==> src/rtl/codec_tx_serializer_if.sv <==
// Sample-pair handshake from the equalizer core into the I2S transmitter.
// The core drives a left/right pair with valid; the transmitter answers with ready.
interface codec_tx_serializer_if #(
    parameter int DATA_W = 16
);
    logic [DATA_W-1:0] lft_in;
    logic [DATA_W-1:0] rht_in;
    logic              valid;
    logic              ready;

    modport master (
        output lft_in,
        output rht_in,
        output valid,
        input  ready
    );

    modport slave (
        input  lft_in,
        input  rht_in,
        input  valid,
        output ready
    );
endinterface

==> src/rtl/codec_tx_serializer.sv <==
// Stereo I2S transmitter: double-buffers sample pairs and shifts them MSB-first
// onto SDout, one SCLK after each LRCLK edge, with flop-derived SCLK/LRCLK.
module codec_tx_serializer #(
    parameter int DATA_W    = 16,
    parameter int SCLK_LOG2 = 4,
    parameter int SLOT_LOG2 = 5
) (
    input  logic clk,
    input  logic rst,
    codec_tx_serializer_if.slave bus,
    output logic SCLK,
    output logic LRCLK,
    output logic SDout,
    output logic underrun
);
    localparam int N = SCLK_LOG2 + SLOT_LOG2 + 1;

    logic [N-1:0]         cnt;
    logic [N-1:0]         cnt_nx;
    logic [DATA_W-1:0]    hold_l;
    logic [DATA_W-1:0]    hold_r;
    logic [DATA_W-1:0]    tx_l;
    logic [DATA_W-1:0]    tx_r;
    logic [DATA_W-1:0]    next_l;
    logic [DATA_W-1:0]    next_r;
    logic [DATA_W-1:0]    word;
    logic [SLOT_LOG2-1:0] k_nx;
    logic                 full;
    logic                 frame_end;
    logic                 bit_end;
    logic                 accept;
    logic                 load_hold;
    logic                 load_bypass;
    logic                 sd_nx;

    assign cnt_nx      = cnt + N'(1);
    assign frame_end   = &cnt;
    assign bit_end     = &cnt[SCLK_LOG2-1:0];
    assign load_hold   = frame_end & full;
    assign load_bypass = frame_end & ~full & bus.valid;
    // A pair arriving on the load cycle goes straight to the shifter instead.
    assign accept      = bus.valid & ~full & ~frame_end;
    assign underrun    = frame_end & ~full & ~bus.valid;
    assign bus.ready   = ~full;
    assign SCLK        = cnt[SCLK_LOG2-1];
    assign LRCLK       = cnt[N-1];

    always_comb begin
        next_l = tx_l;
        next_r = tx_r;
        unique case (1'b1)
            load_hold: begin
                next_l = hold_l;
                next_r = hold_r;
            end
            load_bypass: begin
                next_l = bus.lft_in;
                next_r = bus.rht_in;
            end
            default: ;
        endcase
    end

    // Bit for the slot position about to start; slot bit 0 is the I2S delay bit.
    assign k_nx = cnt_nx[N-2:SCLK_LOG2];
    assign word = cnt_nx[N-1] ? tx_r : tx_l;

    always_comb begin
        sd_nx = 1'b0;
        for (int i = 0; i < DATA_W; i++) begin
            if (int'(k_nx) == DATA_W - i) sd_nx = word[i];
        end
    end

    always_ff @(posedge clk or posedge rst) begin
        if (rst) begin
            cnt    <= '0;
            hold_l <= '0;
            hold_r <= '0;
            tx_l   <= '0;
            tx_r   <= '0;
            full   <= 1'b0;
            SDout  <= 1'b0;
        end else begin
            cnt  <= cnt_nx;
            tx_l <= next_l;
            tx_r <= next_r;
            if (accept) begin
                hold_l <= bus.lft_in;
                hold_r <= bus.rht_in;
                full   <= 1'b1;
            end else if (load_hold) begin
                full <= 1'b0;
            end
            if (bit_end) SDout <= sd_nx;
        end
    end
endmodule

==> src/flat_wrapper.sv <==
// flat-port wrapper written by rule: the top's interface ports become plain ports
module codec_tx_serializer_flat 
#(
    parameter int DATA_W    = 16,
    parameter int SCLK_LOG2 = 4,
    parameter int SLOT_LOG2 = 5
)
  (clk, rst, SCLK, LRCLK, SDout, underrun, bus_lft_in, bus_rht_in, bus_valid, bus_ready);
  codec_tx_serializer_if #(.DATA_W(DATA_W)) bus_i ();
  input  logic clk;
  input  logic rst;
  output logic SCLK;
  output logic LRCLK;
  output logic SDout;
  output logic underrun;
  input wire logic [$bits(bus_i.lft_in)-1:0] bus_lft_in;
  input wire logic [$bits(bus_i.rht_in)-1:0] bus_rht_in;
  input wire logic [$bits(bus_i.valid)-1:0] bus_valid;
  output wire logic [$bits(bus_i.ready)-1:0] bus_ready;
  assign bus_i.lft_in = bus_lft_in;
  assign bus_i.rht_in = bus_rht_in;
  assign bus_i.valid = bus_valid;
  assign bus_ready = bus_i.ready;
  codec_tx_serializer #(.DATA_W(DATA_W), .SCLK_LOG2(SCLK_LOG2), .SLOT_LOG2(SLOT_LOG2)) u_core (.clk(clk), .rst(rst), .bus(bus_i), .SCLK(SCLK), .LRCLK(LRCLK), .SDout(SDout), .underrun(underrun));
endmodule
==> config.mk <==
export PLATFORM = sky130hd
export DESIGN_NAME = codec_tx_serializer_flat
export DESIGN_NICKNAME = d
export VERILOG_FILES = /design/src/rtl/codec_tx_serializer_if.sv /design/src/rtl/codec_tx_serializer.sv /design/src/flat_wrapper.sv
export SDC_FILE = /design/constraint.sdc
export NUM_CORES = 1
export LEC_CHECK = 0
export ABC_AREA = 1
export ABC_CLOCK_PERIOD_IN_PS = 3600
export CAP_MARGIN = 10
export CORE_AREA = 2 2 82 84
export DETAILED_ROUTE_END_ITERATION = 10
export DIE_AREA = 0 0 84 86
export GPL_TIMING_DRIVEN = 0
export PLACE_DENSITY_LB_ADDON = 0.08
export SYNTH_ARGS = -nofsm -noshare
export SYNTH_HDL_FRONTEND = slang
export SYNTH_SLANG_ARGS = --single-unit
==> constraint.sdc <==
create_clock -name clk -period 3.6 [get_ports clk]
set_input_delay 0.36 -clock clk [delete_from_list [all_inputs] [get_ports clk]]
set_output_delay 0.36 -clock clk [all_outputs]
set_load 0.05 [all_outputs]
==> flow_summary.toml <==
[run_status]
outcome = "finished, final reports clean"

[route]
wire_per_inst_um = 15.3
dr.first_iter.drc_count = 196
ant_nets = 0
first_pass_iters = 4
vias_per_cell = 5.65
drc = 0
dr_total_vias = 3034
drt-total-wl_mm = 8.24

[power]
switchingPower_mw = 0.427
seqPwrFrac = 0.534
powerDensity_nw_per_um2 = 401
p_sw_frac = 0.240
vdd_ir_drop_max_uv = 271
p_clk_frac = 0.380
intPower_mw = 1.35
p_leak_nw = 1.95
p_comb_frac = 0.086

[timing]
fin_worst_hold_slack_ns = 0.332
slew_violations = 0
worst_slew_pin_slew_ns = 0.499
worst_slack_ns = 0.760
period_share = 0.789
report.final.setup_viol = 0
grt_setup_unrepaired = "no"
fin_setup_tns_ns = 0
finalHoldViolCount = 0
slew_headroom = 0.666
min_period_ns = 2.84
clock_skew_ns = 0.0156
fmax_ghz = 0.352

[setup_path]
setup.worst_path.start = "u_core.cnt[0]$_DFF_PP0_"
required_ns = 3.24
r2r_start = "u_core.cnt[0]$_DFF_PP0_"
critPathLaunchType = "flip-flop"
crit_type = "reg -> out"
critPathMaxFanout = 6
cp-end-kind = "output pin"
critPathArrivalTime_ns = 2.48

[synthesis]
synth_nets = 440
syn_area_sq_um = 3710
synth_cell_types = 30
synth_flop_cell = "dfrtp_1"
ys_seq_area_frac = 0.512
synth_warnings = 0
ys_seq_elements = 76
syn_area_per_cell_sq_um = 9.19
synthCells = 404
synth_edf_count = 0
synth-async-reset-ratio = 1.00

[global_routing]
busiest_layer = "met2"
grt_pass1_wl_mm = 14.4
grt_max_degree = 50
grt_use_met3 = 0.0375
grt.overflow.total = 0
grt_use_met1 = 0.344
met2_usage = 0.410
grt_pass1_vias = 3034
antenna_found_initial = 0
track_usage = 0.255

[placed_design]
gp_congestion = 0.891
hpwlAfterDp_mm = 5.94
dp_cells = 521
pre_cts_ws_ns = 1.12
port_buffers = 39
dpl-instance-area_sq_um = 4230

[clocking]
postCtsSetupBuffers = 0
tritoncts = "yes"
cts-htree-levels = 3
cts_sinks = 76
clockBufferDepth = 2
ctsHoldBuffers = 0
root_buffer = "clkbuf_8"
clk_pin_slew_ns = 0.09
insertion_delay_ns = 0.36
cts_buffers = 9
postCtsResizedCells = 0

[die]
chipWidth_um = 84
die_h_um = 86
dieArea_sq_um = 7220
core_sq_um = 6280
ios = 40
rows = 29
start_util = 0.592

[flow_run]
maxCapViolations = 0

[hold_path]
min_path_type = "in -> async"

[layout]
fin_cells = 537
fin_nets = 491
layout-drive-gt1-share = 0.157
final_area_sq_um = 4440
num_antenna_cells = 0
syn_to_final_growth_pct = 19.6
-- sequential cells by signal, indices dropped and copies added (netlist names) --
signal         count
u_core.SDout       1
u_core.cnt        10
u_core.full        1
u_core.hold_l     16
u_core.hold_r     16
u_core.tx_l       16
u_core.tx_r       16
-- worst max-delay path, cell delays in order (launching register included) --
cell and delay (ns):
dfrtp_1 0.39, ha_1 0.18, nand2_1 0.14, nor2_2 0.17, nand2_1 0.08, nor2_1 0.13
inv_1 0.12, nor2_1 0.10, clkdlybuf4s50_1 0.80
-- worst paths after layout --
path / depth (start not counted) / end / slack [ns]
setup / recovery: 8 / underrun / 0.76
hold / removal: 2 / u_core.tx_l[14]$_DFFE_PP0P_ / 0.33
setup reg to reg: 10 / u_core.tx_r[13]$_DFFE_PP0P_ / 1.11
hold reg to reg: 1 / u_core.cnt[0]$_DFF_PP0_ / 0.49
max in group asynchronous: 3 / u_core.hold_r[10]$_DFFE_PP0P_ / 2.71
min in group clk: 1 / u_core.cnt[0]$_DFF_PP0_ / 0.49
-- per-layer routing --
layer | part of all wire | wire length [um]
met4 | 0.029 | 242
met1 | 0.45 | 3750
met3 | 0.042 | 348
met2 | 0.47 | 3900
met5 | 0 | 0
-- through the flow --
step	util	power [mW]
final	0.707	1.78
after global routing	0.707	1.86
after CTS	0.707	1.80
after detailed placement	0.674	1.12
after global placement	0.669	1.11
after floorplan	-	1.05
-- synth_stat cells, drive strengths merged, types with 2 or more instances --
cell | count | area share
dfrtp | 76 | 0.51
o221ai | 15 | 0.035
a21oi | 3 | 0.0051
a31oi | 2 | 0.0034
nand4 | 3 | 0.0051
o211ai | 4 | 0.0081
nand3 | 15 | 0.022
nor2 | 49 | 0.056
inv | 53 | 0.054
nor3 | 5 | 0.0067
buf | 5 | 0.0084
mux2 | 32 | 0.097
o21ai | 45 | 0.061
clkbuf | 13 | 0.019
nand2 | 63 | 0.070
o22ai | 17 | 0.029
-- cell type report --
cell class                      count  area (sq um)
Multi-Input combinational cell    257          1510
Fill cell                         506          1840
Clock inverter                      6          72.6
Sequential cell                    76          1900
Timing Repair Buffer               40           418
Buffer                             18           100
Inverter                           53           201
Tap cell                           77          96.3
Clock buffer                       10           138
-- kinds of logic after synthesis --
logic type | share of synthesized area
fa+ha+maj | 0.00337
mux | 0.0970
compound gates | 0.146
buf+inv | 0.0805
simple gates | 0.159
flops | 0.512
xor+xnor | 0.00236
-- power by group through the flow --
| stage | Combinational (mW) | Clock [mW] | Sequential [mW] |
|---|---|---|---|
| 4_1_cts | 0.156 | 0.693 | 0.949 |
| 3_3_place_gp | 0.147 | 0 | 0.962 |
| 5_1_grt | 0.174 | 0.726 | 0.956 |
| 6_report | 0.154 | 0.675 | 0.949 |
| 2_1_floorplan | 0.0882 | 0 | 0.958 |
| 3_5_place_dp | 0.155 | 0 | 0.966 |
-- cells in the final DEF (no fill, tap or decap), drive strengths merged, types with 17 or more instances in the layout --
master         instances
clkdlybuf4s50         39
inv                   54
nand2                 63
o22ai                 17
dfrtp                 76
clkbuf                23
o21ai                 45
nor2                  49
mux2                  32
Power figures use the tool's default switching activity.
==> RTL change 1 (config.mk and constraints unchanged) <==
Register the output `underrun`, with the module's reset; this adds one clock of latency there. The other outputs are not delayed to match.
--- a/src/rtl/codec_tx_serializer.sv
+++ b/src/rtl/codec_tx_serializer.sv
@@ -40,7 +40,13 @@
     assign load_bypass = frame_end & ~full & bus.valid;
     // A pair arriving on the load cycle goes straight to the shifter instead.
     assign accept      = bus.valid & ~full & ~frame_end;
-    assign underrun    = frame_end & ~full & ~bus.valid;
+    always_ff @(posedge clk or posedge rst) begin
+        if (rst) begin
+            underrun <= '0;
+        end else begin
+            underrun <= frame_end & ~full & ~bus.valid;
+        end
+    end
     assign bus.ready   = ~full;
     assign SCLK        = cnt[SCLK_LOG2-1];
     assign LRCLK       = cnt[N-1];
Function: same outputs for any inputs over 10 cycles, from zero or initial values and one cycle with rst high; that may be too few to reach the edited logic, so the function may still have changed.
==> RTL change 1 against the original RTL <==
Die area stayed put; worst hold slack got worse by 0.049 ns; wire length grew 1.2%; worst setup slack improved by 0.21 ns; sequential power increased by 1%; sequential cell count grew 1; area after synthesis rose by 0.67%; utilization is 1.2 points higher; clock power grew 21%; via count is essentially flat; largest power group unchanged; total power grew 8.7%; register-to-register slack got worse by 0.14 ns; largest cell class unchanged; cell area is 1.6% higher; cell count up 0.19%.
==> RTL change 1: results (changes against the original RTL) <==
- M3 GR Usage: 4.81% (+1.1 points)
- Layout Nets: 492 (+0.20%)
- Placed cells: 522 (+0.19%)
- Vias/cell: 5.64 (-0.15%)
- Clock latency on the worst-skew pair: 0.34 ns (-0.02 ns)
- Largest net degree at the start of global routing: 64 (+28%)
- Pint: 1520 uW (+12%)
- Peak VDD IR: 0.000285 V (+5.3%)
- Top cells by area, synth: dfrtp_1 52%, mux2_2 9.6%, nand2_1 5.6%
- Setup Skew: 0.0104 ns (-0.00519 ns)
- Hold Slack: 0.283 ns (-0.0485 ns)
- Avg WL per Cell: 15.5 um (+1.0%)
- FILL cells: 488 (-3.6%)
- Number of DRC markers in iteration 0: 265 (+35%)
- Clock net power: 819 uW (+21%)
- ClkCell Share: 5.71% (+0.98 points)
- Final-layout non-clock buffer area share: 11.5% (-0.19 points)
- Dpl ws: 1.07 ns (-0.0466 ns)
- Status: finished clean
- M1 WL: 3550 um (-5.2%)
- Post-DP HPWL: 5850 um (-1.6%)
- Setup Crit Path Kind: flip-flop to flip-flop
- Psw: 415 uW (-2.8%)
- Reg-to-reg startpoint: u_core.cnt[1]$_DFF_PP0_
- WL met3: 509 um (+46%)
- Critical Path AT: 2.89 ns (+0.41 ns)
- Placed instance area: 0.00426 mm^2 (+0.59%)
- Seq/Total Area, Yosys: 51.5% (+0.33 points)
- FF+latch count: 77 (+1.3%)
- Syn-to-layout area delta: 20.7%
- Critical R2R Capture: u_core.tx_r[6]$_DFFE_PP0P_
## RTL change 1: cell count changes in the layout (fill, tap and decap cells not counted)
| cell | change |
|---|---|
| dfrtp_1 | +1 |
| inv_6 | -1 |
| clkbuf_8 | +1 |
| bufinv_16 | +2 |
| clkinv_4 | -2 |
## RTL change 1: cells by family (layout without fill, tap and decap cells)
group           count (synthesis)  in the layout  share of synthesized area, %
fa+ha+maj                       1              1                         0.335
mux                            32             32                          9.64
compound gates                 88             88                          14.5
xor+xnor                        1              1                         0.234
simple gates                  135            135                          15.8
buf+inv                        71            127                          8.00
flops                          77             77                          51.5
## RTL change 1: worst max-delay path, stage by stage (launching register included)
cell and delay [ns]:
dfrtp_1 0.39, ha_1 0.19, nand2_1 0.15, nor2_2 0.21, nand2_1 0.09, nor2_1 0.14, inv_1 0.12, a21oi_2 0.37
clkbuf_1 0.45, o221ai_1 0.28, o21ai_0 0.15
==> RTL change 2 (config.mk and constraints unchanged) <==
Without the edit above. `SCLK_LOG2` is set to 4 in 2 places; all go to 3.
--- a/src/rtl/codec_tx_serializer.sv
+++ b/src/rtl/codec_tx_serializer.sv
@@ -2,7 +2,7 @@
 // onto SDout, one SCLK after each LRCLK edge, with flop-derived SCLK/LRCLK.
 module codec_tx_serializer #(
     parameter int DATA_W    = 16,
-    parameter int SCLK_LOG2 = 4,
+    parameter int SCLK_LOG2 = 3,
     parameter int SLOT_LOG2 = 5
 ) (
     input  logic clk,
--- a/src/flat_wrapper.sv
+++ b/src/flat_wrapper.sv
@@ -2,7 +2,7 @@
 module codec_tx_serializer_flat 
 #(
     parameter int DATA_W    = 16,
-    parameter int SCLK_LOG2 = 4,
+    parameter int SCLK_LOG2 = 3,
     parameter int SLOT_LOG2 = 5
 )
   (clk, rst, SCLK, LRCLK, SDout, underrun, bus_lft_in, bus_rht_in, bus_valid, bus_ready);
Check against the original RTL: not equivalent (a bounded check fails within 10 cycles, from zero or initial values and one cycle with rst high).
==> RTL change 2 against the original RTL <==
Sequential cell count down 1; critical path type unchanged; count of clock-buffer cells in the layout up 1; total power down 4.1%; wire length up 0.59%; area after synthesis down 1.6%; cell area down 1.7%; die area unchanged; largest power group unchanged; worst setup slack worse by 0.41 ns; worst hold slack better by 0.049 ns; register-to-register slack worse by 0.25 ns.
==> RTL change 2: results (changes against the original RTL) <==
- Avg WL per Cell: 14.3 um (-6.5%)
- XOR/XNOR Fraction of Synth Area: 0.445% (+0.21 points)
- Worst rel slew slack: 61.2% (-5.5 points)
- ClkCell Share: 4.62% (-0.12 points)
- Layout Nets: 535 (+9.0%)
- Final GP Congestion: 0.940 (+5.4%)
- Worst path slowest cell: clkdlybuf4s50_1
- DRT Pass-1 Iters: 5 (+1)
- Critical Path AT: 2.89 ns (+0.41 ns)
- Hold Slack: 0.381 ns (+0.0490 ns)
- Postcts setup bufs: 0 (unchanged)
- Placed instance area: 0.00416 mm^2 (-1.6%)
- Clkbuf count: 11 (+1)
- Status: finished clean
- Top cells by area, synth: dfrtp_1 51%, nand2_1 10%, o21ai_0 8.1%
- Share of layout cells above drive strength 1: 8.78% (-6.9 points)
- Clock latency on the worst-skew pair: 0.36 ns (about the same)
- Register area: 0.00188 mm^2 (-1.3%)
- Prevailing post-synth register cell: dfrtp_1
- Nonclk buf count: 62 (+6.9%)
- Post-DP HPWL: 5860 um (-1.4%)
- Seq/Total Area, Yosys: 51.4% (+0.16 points)
- Setup Skew: 0.00901 ns (-0.00655 ns)
- Gr usage total: 24.9% (-0.60 points)
- Multi-input combinational area share: 32.9% (-1.1 points)
- First-pass GRT wire length: 14000 um (-2.3%)
- Maximum clock rate: 308 MHz (-13%)
- Setup slack of the most critical reg-to-reg path: 0.86 ns (-0.25 ns)
- Final-layout non-clock buffer area share: 11.6% (-0.083 points)
- Compound-Gate Fraction of Synth Area: 16.7% (+2.2 points)
- Dpl ws: 0.757 ns (-0.363 ns)
- Most instantiated cells after synthesis: 99 x nand2_1, 75 x dfrtp_1, 61 x inv_1
- Crit path max fanout: 10 (+4)
- Resized Gates After CTS: 0 (unchanged)
- Synth Register Bits: 75 (-1.3%)
- Via count: 3107 (+2.4%)
- EDFF count, synth: 0 (unchanged)
- Multi-input gate count: 284 (+11%)
- Hold Path Class: primary input to async pin
- Fraction of the mapped netlist area in adder cells: 1.03% (+0.69 points)
- CTS root buf: clkbuf_8
- Critical path's largest stage delay: 0.82 ns (+0.02 ns)
- Area of the multi-input gates: 0.00144 mm^2 (-5.0%)
- Post-synthesis cell type count: 24 (-20%)
- Leak: 0.00213 uW (+9.6%)
- CTS H-Tree Depth: 3 (unchanged)
- Mean post-synth cell area: 8.19 um^2 (-11%)
- Largest net degree at the start of global routing: 39 (-22%)
- Post-synthesis mux area share: 2.77% (-6.9 points)
- Number of DRC markers in iteration 0: 255 (+30%)
- YS warnings: 0 (unchanged)
- Placed cells: 563 (+8.1%)
- Inverter count: 65 (+23%)
- FILL cells: 500 (-1.2%)
- Peak VDD IR: 0.000280 V (+3.3%)
- Clk buf depth: 2 (unchanged)
- Clock-pin slew on the worst setup and hold paths: 0.07 ns (-0.02 ns)
- Vias in the first global route: 2952 (-2.7%)
- Final wirelength: 8290 um (+0.59%)
- Syn Nets: 484 (+10%)
-- RTL change 2: worst max-delay path, delay by kind of cell (launching register included) --
kind	cells	cell delay, ns
AND/OR/NAND/NOR	5	0.58
flip-flops	1	0.44
buffers and inverters	3	1.08
adder cells (fa/ha/maj)	2	0.43
-- RTL change 2: logic make-up (layout without fill, tap and decap cells) --
| family | after synthesis | in the layout |
|---|---|---|
| flops | 75 | 75 |
| buf+inv | 87 | 142 |
| fa+ha+maj | 3 | 3 |
| mux | 9 | 9 |
| xor+xnor | 1 | 1 |
| simple gates | 161 | 161 |
| compound gates | 110 | 110 |
-- RTL change 2: layer usage --
layer | track usage, % | wire length [um] | vias up
met5 | 0 | 0 | -
met4 | 11.3 | 195 | 0
met3 | 4.91 | 453 | 16
met2 | 38.9 | 3870 | 104
met1 | 33.9 | 3770 | 1438
li1 | - | - | 1549
-- RTL change 2: worst paths after layout --
| kind | cells past startpoint | startpoint | end |
|---|---|---|---|
| max | 10 | u_core.cnt[0]$_DFF_PP0_ | underrun |
| min | 2 | rst | u_core.hold_r[14]$_DFFE_PP0P_ |
| max reg2reg | 21 | u_core.cnt[0]$_DFF_PP0_ | u_core.SDout$_DFFE_PP0P_ |
| min reg2reg | 2 | u_core.hold_r[13]$_DFFE_PP0P_ | u_core.hold_r[13]$_DFFE_PP0P_ |
| max in group asynchronous | 3 | rst | u_core.cnt[8]$_DFF_PP0_ |
| min in group clk | 2 | u_core.hold_r[13]$_DFFE_PP0P_ | u_core.hold_r[13]$_DFFE_PP0P_ |
-- RTL change 2: report_power, final --
group	internal, uW	switching, uW	total (uW)
Clock	353	306	659
Sequential	887	16.7	903
Combinational	68.5	74.3	143
Total	1310	397	1710
